[config.mk]
export PLATFORM = sky130hd
export DESIGN_NAME = pc_sequencer
export DESIGN_NICKNAME = d
export VERILOG_FILES = /design/src/rtl/pc_sequencer.sv
export SDC_FILE = /design/constraint.sdc
export NUM_CORES = 1
export LEC_CHECK = 0
export BUFFER_PORTS_ARGS = -buffer_cell sky130_fd_sc_hd__buf_2
export CORE_ASPECT_RATIO = 1.1
export CORE_MARGIN = 2
export CORE_UTILIZATION = 40
export CTS_CLUSTER_DIAMETER = 40
export DETAILED_ROUTE_END_ITERATION = 8
export PLACE_DENSITY_LB_ADDON = 0.2
export SYNTH_ARGS = -nofsm -noshare
export SYNTH_HDL_FRONTEND = slang
export SYNTH_SLANG_ARGS = --single-unit
[constraint.sdc]
create_clock -name clk -period 11.1 [get_ports clk]
set_input_delay 2.22 -clock clk [delete_from_list [all_inputs] [get_ports clk]]
set_output_delay 2.22 -clock clk [all_outputs]
set_load 0.02 [all_outputs]
[src/rtl/pc_sequencer.sv]
// pc_sequencer: WIDTH-bit program counter with stall, fixed command
// priority and a circular return-address stack for nested call/ret.
//
// Ports:
//   clk, rst          clock; synchronous active-high reset
//   stall             freeze every register for this edge
//   increment         pc <- pc+1
//   branch            pc <- pc + sext(imm)
//   jump              pc <- target
//   call              push pc+1, pc <- target
//   ret               pop stack into pc
//   imm, target       branch displacement / absolute target
//   pc                current program counter
//   link              pc+1 captured at the last accepted command
//   redirect          pc was loaded non-sequentially on the last edge
//   ras_count         valid stack entries
//   ras_overflow      sticky: push landed on a full stack
//   ras_underflow     sticky: ret issued on an empty stack

module pc_sequencer #(
   parameter int               WIDTH        = 16,
   parameter int               IMM_WIDTH    = 16,
   parameter int               RAS_DEPTH    = 4,
   parameter logic [WIDTH-1:0] RESET_VECTOR = '0
) (
   input  logic                             clk,
   input  logic                             rst,
   input  logic                             stall,
   input  logic                             increment,
   input  logic                             branch,
   input  logic                             jump,
   input  logic                             call,
   input  logic                             ret,
   input  logic [IMM_WIDTH-1:0]             imm,
   input  logic [WIDTH-1:0]                 target,
   output logic [WIDTH-1:0]                 pc,
   output logic [WIDTH-1:0]                 link,
   output logic                             redirect,
   output logic [$clog2(RAS_DEPTH+1)-1:0]   ras_count,
   output logic                             ras_overflow,
   output logic                             ras_underflow
);

   localparam int CW = $clog2(RAS_DEPTH + 1);
   localparam int PW = $clog2(RAS_DEPTH);

   localparam logic [PW-1:0] LAST = PW'(RAS_DEPTH - 1);
   localparam logic [CW-1:0] FULL = CW'(RAS_DEPTH);

   typedef enum logic [2:0] {
      CMD_HOLD,
      CMD_STALL,
      CMD_CALL,
      CMD_RET,
      CMD_BRANCH,
      CMD_JUMP,
      CMD_INC
   } cmd_e;

   cmd_e cmd;

   logic [WIDTH-1:0] stack [RAS_DEPTH];
   logic [PW-1:0]    top;

   logic [WIDTH-1:0] pc_inc;
   logic [WIDTH-1:0] imm_ext;
   logic [PW-1:0]    ptr_up;
   logic [PW-1:0]    ptr_dn;

   logic [WIDTH-1:0] pc_d;
   logic [WIDTH-1:0] link_d;
   logic             redirect_d;
   logic [CW-1:0]    count_d;
   logic [PW-1:0]    top_d;
   logic             ovf_d;
   logic             unf_d;
   logic             push;

   assign pc_inc  = pc + WIDTH'(1);
   assign imm_ext = WIDTH'(signed'(imm));

   // Explicit wrap so non-power-of-two depths stay in range.
   assign ptr_up = (top == LAST) ? '0 : top + PW'(1);
   assign ptr_dn = (top == '0) ? LAST : top - PW'(1);

   // Resolve the strobes into the single winning command.
   always_comb begin
      cmd = CMD_HOLD;
      if (stall)          cmd = CMD_STALL;
      else if (call)      cmd = CMD_CALL;
      else if (ret)       cmd = CMD_RET;
      else if (branch)    cmd = CMD_BRANCH;
      else if (jump)      cmd = CMD_JUMP;
      else if (increment) cmd = CMD_INC;
   end

   always_comb begin
      pc_d       = pc;
      link_d     = link;
      redirect_d = 1'b0;
      count_d    = ras_count;
      top_d      = top;
      ovf_d      = ras_overflow;
      unf_d      = ras_underflow;
      push       = 1'b0;
      unique case (cmd)
         CMD_HOLD,
         CMD_STALL: begin
         end
         CMD_CALL: begin
            // On a full stack the slot above top is the oldest
            // entry, so advancing top overwrites it.
            push       = 1'b1;
            top_d      = ptr_up;
            pc_d       = target;
            link_d     = pc_inc;
            redirect_d = 1'b1;
            if (ras_count == FULL) begin
               ovf_d = 1'b1;
            end else begin
               count_d = ras_count + CW'(1);
            end
         end
         CMD_RET: begin
            link_d = pc_inc;
            if (ras_count != '0) begin
               pc_d       = stack[top];
               top_d      = ptr_dn;
               count_d    = ras_count - CW'(1);
               redirect_d = 1'b1;
            end else begin
               unf_d = 1'b1;
            end
         end
         CMD_BRANCH: begin
            pc_d       = pc + imm_ext;
            link_d     = pc_inc;
            redirect_d = 1'b1;
         end
         CMD_JUMP: begin
            pc_d       = target;
            link_d     = pc_inc;
            redirect_d = 1'b1;
         end
         CMD_INC: begin
            pc_d   = pc_inc;
            link_d = pc_inc;
         end
         default: begin
         end
      endcase
   end

   always_ff @(posedge clk) begin
      if (rst) begin
         pc            <= RESET_VECTOR;
         link          <= '0;
         redirect      <= 1'b0;
         ras_count     <= '0;
         ras_overflow  <= 1'b0;
         ras_underflow <= 1'b0;
         top           <= '0;
      end else begin
         pc            <= pc_d;
         link          <= link_d;
         redirect      <= redirect_d;
         ras_count     <= count_d;
         ras_overflow  <= ovf_d;
         ras_underflow <= unf_d;
         top           <= top_d;
      end
   end

   // Stack storage needs no reset; validity is tracked by ras_count.
   always_ff @(posedge clk) begin
      if (!rst && push) begin
         stack[top_d] <= pc_inc;
      end
   end

endmodule

==> run_results.csv, run 1 <==
group,metric,value,unit
detailed_routing,drt-vias-per-instance,5.77,
clock_network,number_of_hold_buffers_added_after_cts,0,
power,power_density,154,mW/mm^2
sta,timing.final.setup_violations,0,
sta,hold_violations,0,
sta,setup-tns-final,0,ps
critical_path,critical_path.max_fanout,24,
floorplanning,initial_utilization,0.410,
global_routing,grt_start_max_net_pins,47,
final_layout,finish.net_count,618,
global_routing,gr-total-overflow,0,
clock_network,clkSlewWorstSetupHoldPaths,70,ps
sta,clock_period_minus_worst_slack,4370,ps
synth,synth.distinct_cells,62,
clock_network,tritoncts.num_buffers,9,
sta,worstMarginPinSlew,963,ps
synth,synth_area,0.00541,sq mm
final_layout,mostFrequentLayoutCells,"sky130_fd_sc_hd__buf_2, sky130_fd_sc_hd__edfxtp_1, sky130_fd_sc_hd__nor2_1, sky130_fd_sc_hd__dfxtp_1",
synth,synth.net_count,551,
clock_network,cts.sinks,104,
critical_path,crit_path_start,"call",
critical_path,worst-endpoint-required,11350,ps
critical_path,r2r_start,"ras_count[0]",
floorplanning,core,0.0132,sq mm
clock_network,htreeDepth,3,
synth,synth-seq-area-share,0.503,
sta,period_utilization_post_route,0.394,
critical_path,critPathLaunchType,"primary input",
floorplanning,placementRows,44,
sta,maxSlewHeadroom,0.354,
detailed_routing,route.detailed.drc,0,
sta,timing.fmax,0.229,GHz
sta,timing.clock.skew,14.0,ps
power,power.internal,0.000692,W
critical_path,setup.worst_path.class,"primary input to flip-flop",
global_routing,grt_pass1_wl,22.0,mm
final_layout,antenna_cells,0,
power,sequentialPowerShare,0.468,
floorplanning,die_footprint,0.0145,sq mm
synth,synthesis.area_per_instance,11.0,sq um
final_layout,ratio_of_cells_with_drive_above_1_in_the_final_layout,0.222,
critical_path,worstPathArrival,4620,ps
critical_path,cp_cell_sequence,"buf_2, nor4_1, or3_1, nand2b_1, a211oi_1",
power,power_frac_comb,0.174,
clock_network,ctsLongestPathBuffers,2,
final_layout,finalInstanceArea,0.00622,sq mm
hold_path,type_of_the_tightest_min_delay_check,"flip-flop to flip-flop",
global_routing,via_count_of_the_first_global_routing_pass,4013,
clock_network,postCtsSetupRepairBufs,0,
detailed_routing,drtAntennaViolNets,0,
detailed_routing,wire_length_per_cell_after_detailed_routing,19.3,microns
critical_path,timing.critical_path.slowest_stage_cell,"sky130_fd_sc_hd__or3_1",
final_layout,mostFrequentLayoutCell,"sky130_fd_sc_hd__buf_2",
sta,grt_setup_unrepaired,"no",
hold_path,worst_hold_startpoint,"link[1]",
detailed_routing,drt_pass1_iterations,4,
power,power.share.clock,0.358,
synth,postSynthRegisterBits,104,
critical_path,cp_peak_stage_delay,740,ps
sta,drv_slew,0,
global_routing,grt_antenna_before_repair,0,
placement,placed_cell_area,0.00590,sq mm
power,power.total,0.000955,W
synth,synth_flop_cell,"sky130_fd_sc_hd__edfxtp_1",
clock_network,clock_insertion_delay_worst_skew,340,ps
final_layout,syn_to_final_growth,14.9,%
synth,synthesis.yosys.warnings,0,
clock_network,cts_root_buffer,"sky130_fd_sc_hd__clkbuf_16",
floorplanning,floorplan.io_pins,78,
clock_network,tritoncts_clock_tree,"done",
placement,hpwlAfterDp,10.0,mm
synth,synth-edff-count,64,
synth,synth_cells,491,
global_routing,grt.total_usage,0.199,
job,cap_viol_max_count,0,
floorplanning,fp.dieW,115,microns
clock_network,cts-resized-gates,0,
power,netSwitchingFraction,0.275,
power,p_leak,2.35,nW
critical_path,worstSetupEndpointType,"flip-flop",
placement,gpl.final_weighted_congestion,0.949,
floorplanning,die_y,126,microns
power,power.ir.vdd_worst,0.0000687,V
power,netSwitchingPower,0.000263,W
outcome,run_status,"finished, final reports clean",
detailed_routing,finalWirelength,14.0,mm
synth,ys_async_sr_fraction,0,
detailed_routing,detailedRoute.firstIterationViolations,298,
placement,io_buffer_count,77,
detailed_routing,vias,4180,
==> per-stage QoR <==
step	setup slack (ps)	hold WS [ps]	std cells	util
floorplan	5930	530	491	-
global placement	6450	442	708	0.447
detailed placement	6340	452	708	0.447
CTS	6690	470	724	0.471
global route	6360	486	724	0.471
finish	6730	465	724	0.471
==> power groups by stage <==
stage	logic, W	registers (W)	clock network (W)
2_1_floorplan	0.000103	0.000464	0
4_1_cts	0.000167	0.000447	0.000349
3_3_place_gp	0.000163	0.000455	0
6_report	0.000166	0.000447	0.000342
5_1_grt	0.000184	0.000449	0.000366
3_5_place_dp	0.000166	0.000456	0
==> Yosys cell counts (all sizes together) (3+ instances only) <==
cell | n | area share
nor2b | 3 | 0.0035
a211oi | 14 | 0.019
mux2i | 4 | 0.0074
nand3 | 10 | 0.0092
a22oi | 3 | 0.0042
nand2b | 7 | 0.0081
nand4 | 6 | 0.0069
xor2 | 10 | 0.016
a31oi | 7 | 0.0081
o21a | 3 | 0.0042
nor3 | 23 | 0.023
clkbuf | 9 | 0.0062
inv | 17 | 0.012
or3 | 4 | 0.0065
dfxtp | 40 | 0.15
nor2 | 61 | 0.042
ha | 18 | 0.042
a21oi | 32 | 0.030
nand2 | 33 | 0.023
mux4 | 16 | 0.067
nor4 | 5 | 0.0058
o2111ai | 3 | 0.0049
edfxtp | 64 | 0.35
xnor2 | 13 | 0.021
o21ai | 14 | 0.013
a311oi | 4 | 0.0065
buf | 17 | 0.021
and2 | 3 | 0.0035
a21o | 5 | 0.0072
a221o | 3 | 0.0055
a221oi | 8 | 0.014
==> critical path: cells and delay by family <==
kind	cells	cell delay (ps)
buffers and inverters	1	170
AND/OR/NAND/NOR	3	1800
AO/OA/AOI/OAI	1	420
==> kinds of logic after synthesis <==
group	after synthesis	share of synthesized area
compound gates	111	0.141
xor+xnor	23	0.0372
mux	20	0.0740
buf+inv	43	0.0395
simple gates	170	0.156
fa+ha+maj	20	0.0490
flops	104	0.503
==> state kept, by name (all words and copies together), names as in the netlist <==
register,cells
redirect,1
ras_count,3
stack,64
link,16
top,2
ras_overflow,1
ras_underflow,1
pc,16
==> worst paths after layout <==
path              slack (ps)  cells past startpoint     endpoint
setup / recovery        6730                      5     link[12]
hold reg to reg          470                      2      link[1]
setup reg to reg        8200                      5  stack[0][3]
hold / removal           470                      2      link[1]
==> layer usage <==
layer | wire length, microns | global-route usage
met2 | 6650 | 0.314
met5 | 0 | 0
met1 | 6320 | 0.278
met4 | 275 | 0.0645
met3 | 731 | 0.0346
==> area by class of cell <==
type / instances / area, sq um
clock buffers: 10 / 229
clock inverters: 6 / 91.3
fillers: 1214 / 6990
inverters: 17 / 63.8
multi-input cells: 344 / 2490
flip-flops and latches: 104 / 2720
well taps: 161 / 201
repair buffers: 82 / 423
(Power assumes the default switching activity.)
==> inputs of run 2 (changes only) <==
==> constraint.sdc (replaced) <==
create_clock -name clk -period 4 [get_ports clk]
set_input_delay 0.8 -clock clk [delete_from_list [all_inputs] [get_ports clk]]
set_output_delay 0.8 -clock clk [all_outputs]
set_load 0.02 [all_outputs]
==> run_results.csv, run 2 (synthesized netlist as in run 1, its figures left out) <==
group,metric,value,unit
critical_path,cp_top_family,"simple AND/OR/NAND/NOR gates",
critical_path,timing.critical_path.slowest_stage_cell,"sky130_fd_sc_hd__and3_1",
critical_path,critPathLaunchType,"flip-flop",
sta,postLayoutSetupSlackWorst,1300,ps
clock_network,cts_root_buffer,"sky130_fd_sc_hd__clkbuf_16",
power,power.share.clock,0.325,
detailed_routing,drt_pass1_iterations,5,
sta,drv_slew,0,
global_routing,grt.total_usage,0.200,
global_routing,grt_start_max_net_pins,47,
global_routing,grt_antenna_before_repair,0,
final_layout,finalInstanceArea,0.00622,sq mm
floorplanning,die_footprint,0.0145,sq mm
final_layout,filler_cell_count,1219,
power,netSwitchingPower,0.000734,W
critical_path,worstSetupEndpointType,"flip-flop",
critical_path,worstPathArrival,2660,ps
clock_network,tritoncts.num_buffers,9,
critical_path,worst-endpoint-required,3960,ps
power,sequentialPowerShare,0.488,
detailed_routing,wire_length_per_cell_after_detailed_routing,19.5,microns
critical_path,cp_cell_sequence,"or3_1, nand2_1, buf_4, o21ai_0, a21oi_1, and3_1",
sta,setup-tns-final,0,ps
final_layout,largest_registers_ranked_by_flip_flop_count,"stack (64), link (16), pc (16)",
critical_path,worst-path-buf-inv,1,
power,p_leak,2.36,nW
power,power.ir.vdd_worst,0.000240,V
sta,timing.final.setup_violations,0,
detailed_routing,drtAntennaViolNets,0,
floorplanning,fp.dieW,115,microns
detailed_routing,finalWirelength,14.3,mm
power,power.internal,0.00180,W
final_layout,ratio_of_cells_with_drive_above_1_in_the_final_layout,0.230,
final_layout,mostFrequentLayoutCell,"sky130_fd_sc_hd__buf_2",
final_layout,largest_reg_flops,64,
sta,timing.clock.skew,10.4,ps
final_layout,area.sequential,0.00272,sq mm
job,cap_viol_max_count,0,
clock_network,tritoncts_clock_tree,"done",
critical_path,cp_peak_stage_delay,790,ps
clock_network,number_of_hold_buffers_added_after_cts,0,
clock_network,cts.sinks,104,
clock_network,clkSlewWorstSetupHoldPaths,70,ps
global_routing,gr-total-overflow,0,
placement,hpwlAfterDp,10.4,mm
floorplanning,initial_utilization,0.410,
sta,hold_violations,0,
final_layout,finish.net_count,624,
critical_path,crit_path_start,"ras_count[0]",
sta,clock_period_minus_worst_slack,2700,ps
sta,grt_setup_unrepaired,"no",
power,netSwitchingFraction,0.289,
detailed_routing,drt-vias-per-instance,5.78,
clock_network,postCtsSetupRepairBufs,0,
clock_network,htreeDepth,3,
hold_path,type_of_the_tightest_min_delay_check,"flip-flop to flip-flop",
sta,period_utilization_post_route,0.675,
hold_path,worst_hold_startpoint,"link[1]",
final_layout,largest-register,"stack",
floorplanning,floorplan.io_pins,78,
power,power_density,408,mW/mm^2
placement,placed_cell_area,0.00595,sq mm
detailed_routing,detailedRoute.firstIterationViolations,313,
global_routing,grt_pass1_wl,22.1,mm
placement,dp_slack,996,ps
final_layout,multi_input_area,0.00249,sq mm
critical_path,critical_path.max_fanout,16,
placement,gpl.final_weighted_congestion,0.904,
global_routing,via_count_of_the_first_global_routing_pass,4066,
sta,maxSlewHeadroom,0.386,
outcome,run_status,"finished, final reports clean",
clock_network,ctsLongestPathBuffers,2,
final_layout,mostFrequentLayoutCells,"sky130_fd_sc_hd__buf_2, sky130_fd_sc_hd__edfxtp_1, sky130_fd_sc_hd__nor2_1, sky130_fd_sc_hd__dfxtp_1",
final_layout,antenna_cells,0,
sta,timing.fmax,0.370,GHz
clock_network,clock_insertion_delay_worst_skew,340,ps
floorplanning,placementRows,44,
final_layout,syn_to_final_growth,15.0,%
detailed_routing,vias,4219,
power,power_frac_comb,0.186,
power,power.total,0.00254,W
floorplanning,die_y,126,microns
floorplanning,core,0.0132,sq mm
placement,io_buffer_count,77,
detailed_routing,route.detailed.drc,0,
critical_path,setup.worst_path.class,"flip-flop to flip-flop",
critical_path,r2r_start,"ras_count[0]",
clock_network,cts-resized-gates,0,
sta,worstMarginPinSlew,916,ps
-- run 2: power by group through the flow --
| stage | clock (W) | sequential (W) | combinational, W |
|---|---|---|---|
| 5_1_grt | 0.000886 | 0.00125 | 0.000519 |
| 2_1_floorplan | 0 | 0.00129 | 0.000287 |
| 3_3_place_gp | 0 | 0.00126 | 0.000466 |
| 3_5_place_dp | 0 | 0.00126 | 0.000469 |
| 6_report | 0.000825 | 0.00124 | 0.000473 |
| 4_1_cts | 0.000846 | 0.00124 | 0.000473 |
-- run 2: worst paths after layout --
check / to / slack [ps] / cells past startpoint
hold / removal: link[1] / 460 / 2
hold reg to reg: link[1] / 460 / 2
setup reg to reg: stack[2][4] / 1300 / 6
setup / recovery: stack[2][4] / 1300 / 6
-- run 2: layout make-up --
cell class              count  share of cell area
clock buffers              10              0.0368
clock inverters             6             0.00804
inverters                  17              0.0103
multi-input cells         344               0.400
flip-flops and latches    104               0.437
well taps                 161              0.0324
repair buffers             88              0.0752
-- run 2: per-layer routing --
metal,wire [microns],share of wire,vias to the layer above,global-route usage
met5,0,0,-,0
met4,412,0.029,0,0.0808
met3,772,0.054,22,0.0385
met2,6750,0.47,146,0.317
met1,6340,0.44,2044,0.269
li1,-,-,2007,-
-- run 2: per-stage QoR --
step                utilization  hold slack [ps]  cells
detailed placement        0.450              445    714
global route              0.471              508    730
finish                    0.471              462    730
global placement          0.450              438    714
floorplan                     -              530    491
CTS                       0.471              463    730
-- run 2: worst register-to-register path: stages (launching register included) --
cell and delay (ps):
sky130_fd_sc_hd__dfxtp_1 380, sky130_fd_sc_hd__or3_1 460, sky130_fd_sc_hd__nand2_1 90, sky130_fd_sc_hd__buf_4 160, sky130_fd_sc_hd__o21ai_0 100, sky130_fd_sc_hd__a21oi_1 340, sky130_fd_sc_hd__and3_1 790
==> inputs of run 3 (changes only) <==
==> constraint.sdc (replaced) <==
create_clock -name clk -period 2.5 [get_ports clk]
set_input_delay 0.5 -clock clk [delete_from_list [all_inputs] [get_ports clk]]
set_output_delay 0.5 -clock clk [all_outputs]
set_load 0.02 [all_outputs]
==> run_results.csv, run 3 (synthesized netlist as in run 1, its figures left out) <==
group,metric,value,unit
power,netSwitchingFraction,0.299,
clock_network,ctsLongestPathBuffers,2,
floorplanning,fp.dieW,115,microns
clock_network,clock_insertion_delay_worst_skew,350,ps
final_layout,ratio_of_cells_with_drive_above_1_in_the_final_layout,0.272,
critical_path,critPathLaunchType,"flip-flop",
sta,worstMarginPinSlew,642,ps
floorplanning,core,0.0132,sq mm
outcome,run_status,"finished, final reports clean",
clock_network,tritoncts.num_buffers,9,
sta,finalHoldWorstSlack,466,ps
clock_network,cts_root_buffer,"sky130_fd_sc_hd__clkbuf_16",
sta,timing.fmax,0.433,GHz
sta,maxSlewHeadroom,0.569,
power,power.total,0.00421,W
detailed_routing,finalWirelength,14.7,mm
power,sequentialPowerShare,0.469,
sta,grt_setup_unrepaired,"no",
power,power_density,643,mW/mm^2
power,power.internal,0.00295,W
final_layout,finish.net_count,650,
sta,hold_violations,0,
sta,clock_period_minus_worst_slack,2310,ps
power,power.share.clock,0.337,
sta,timing.final.setup_violations,0,
sta,timing.clock.skew,15.9,ps
detailed_routing,drt-vias-per-instance,5.63,
floorplanning,die_footprint,0.0145,sq mm
global_routing,grt_pass1_wl,22.8,mm
clock_network,clkSlewWorstSetupHoldPaths,80,ps
critical_path,timing.critical_path.slowest_stage_cell,"sky130_fd_sc_hd__a21oi_1",
final_layout,mostFrequentLayoutCells,"sky130_fd_sc_hd__buf_2, sky130_fd_sc_hd__edfxtp_1, sky130_fd_sc_hd__nor2_1, sky130_fd_sc_hd__dfxtp_1",
power,p_leak,2.52,nW
critical_path,cp_peak_stage_delay,470,ps
critical_path,worstSetupEndpointType,"flip-flop",
global_routing,grt_antenna_before_repair,0,
critical_path,worstPathArrival,2360,ps
detailed_routing,vias,4259,
critical_path,cp_cell_sequence,"or3_1, nand2_1, o21ai_0, a21oi_1, and3_2, buf_12",
placement,dp_slack,-48.0,ps
floorplanning,placementRows,44,
hold_path,type_of_the_tightest_min_delay_check,"flip-flop to flip-flop",
job,cap_viol_max_count,0,
clock_network,htreeDepth,3,
floorplanning,floorplan.io_pins,78,
global_routing,gr-total-overflow,0,
clock_network,number_of_hold_buffers_added_after_cts,0,
floorplanning,die_y,126,microns
sta,period_utilization_post_route,0.923,
final_layout,fin_util,0.495,
global_routing,grt_start_max_net_pins,29,
global_routing,via_count_of_the_first_global_routing_pass,4204,
clock_network,cts.sinks,104,
detailed_routing,drtAntennaViolNets,0,
final_layout,syn_to_final_growth,20.7,%
floorplanning,initial_utilization,0.410,
clock_network,postCtsSetupRepairBufs,0,
placement,hpwlAfterDp,11.0,mm
critical_path,critical_path.max_fanout,16,
clock_network,tritoncts_clock_tree,"done",
power,power_frac_comb,0.194,
detailed_routing,detailedRoute.firstIterationViolations,346,
detailed_routing,drt_pass1_iterations,5,
power,netSwitchingPower,0.00126,W
final_layout,antenna_cells,0,
power,power.ir.vdd_worst,0.000326,V
sta,postLayoutSetupSlackWorst,192,ps
placement,io_buffer_count,77,
detailed_routing,route.detailed.drc,0,
final_layout,mostFrequentLayoutCell,"sky130_fd_sc_hd__buf_2",
final_layout,largest_registers_ranked_by_flip_flop_count,"stack (64), link (16), pc (16)",
global_routing,grt.total_usage,0.207,
sta,setup-tns-final,0,ps
sta,drv_slew,0,
critical_path,setup.worst_path.class,"flip-flop to flip-flop",
placement,gpl.final_weighted_congestion,0.910,
final_layout,largest_reg_flops,64,
final_layout,largest-register,"stack",
detailed_routing,wire_length_per_cell_after_detailed_routing,19.5,microns
critical_path,worst-endpoint-required,2550,ps
## run 3: layout make-up
cell class	count	area [sq um]
Clock buffer	9	225
Clock inverter	7	80.1
Fill cell	1201	6680
Inverter	17	63.8
Multi-Input combinational cell	344	2500
Sequential cell	104	2720
Tap cell	161	201
Timing Repair Buffer	114	738
## run 3: routing by layer
metal,track usage,routed length [microns],part of all wire,up-vias
met1,0.285,6560,0.45,2055
met3,0.0236,699,0.047,14
met4,0.0574,186,0.013,0
li1,-,-,-,2063
met5,0,0,0,-
met2,0.347,7290,0.49,127
## run 3: worst paths after layout
path	slack, ps	depth (start not counted)	endpoint	start
max	190	6	stack[2][2]	ras_count[0]
min	470	2	link[1]	link[1]
max reg2reg	190	6	stack[2][2]	ras_count[0]
min reg2reg	470	2	link[1]	link[1]
## run 3: critical path: cells and delay by family, from the launching register on
kind                   cells  cell delay (ps)
AOI/OAI and AO/OA          2              550
and+or+nand+nor            3              900
buffers and inverters      1              160
DFF                        1              380
## run 3: timing repair
| action | CTS | global route |
|---|---|---|
| hold endpoints to repair | 0 | 0 |
| endpoints found under the setup margin | 0 | 1 |
| resized for setup | 0 | 1 |
## run 3: through the flow
stage / instances / area, sq um
after global placement: 740 / 6230
final: 756 / 6540
after global routing: 756 / 6540
after CTS: 756 / 6540
after detailed placement: 740 / 6230
after floorplan: 491 / 5440
## run 3: power by group through the flow
| stage | clock, W | sequential, W | combinational (W) |
|---|---|---|---|
| CTS | 0.00144 | 0.00197 | 0.000816 |
| global route | 0.00151 | 0.00198 | 0.000893 |
| floorplan | 0 | 0.00206 | 0.000463 |
| global placement | 0 | 0.00201 | 0.000798 |
| finish | 0.00142 | 0.00197 | 0.000817 |
| detailed placement | 0 | 0.00201 | 0.000809 |
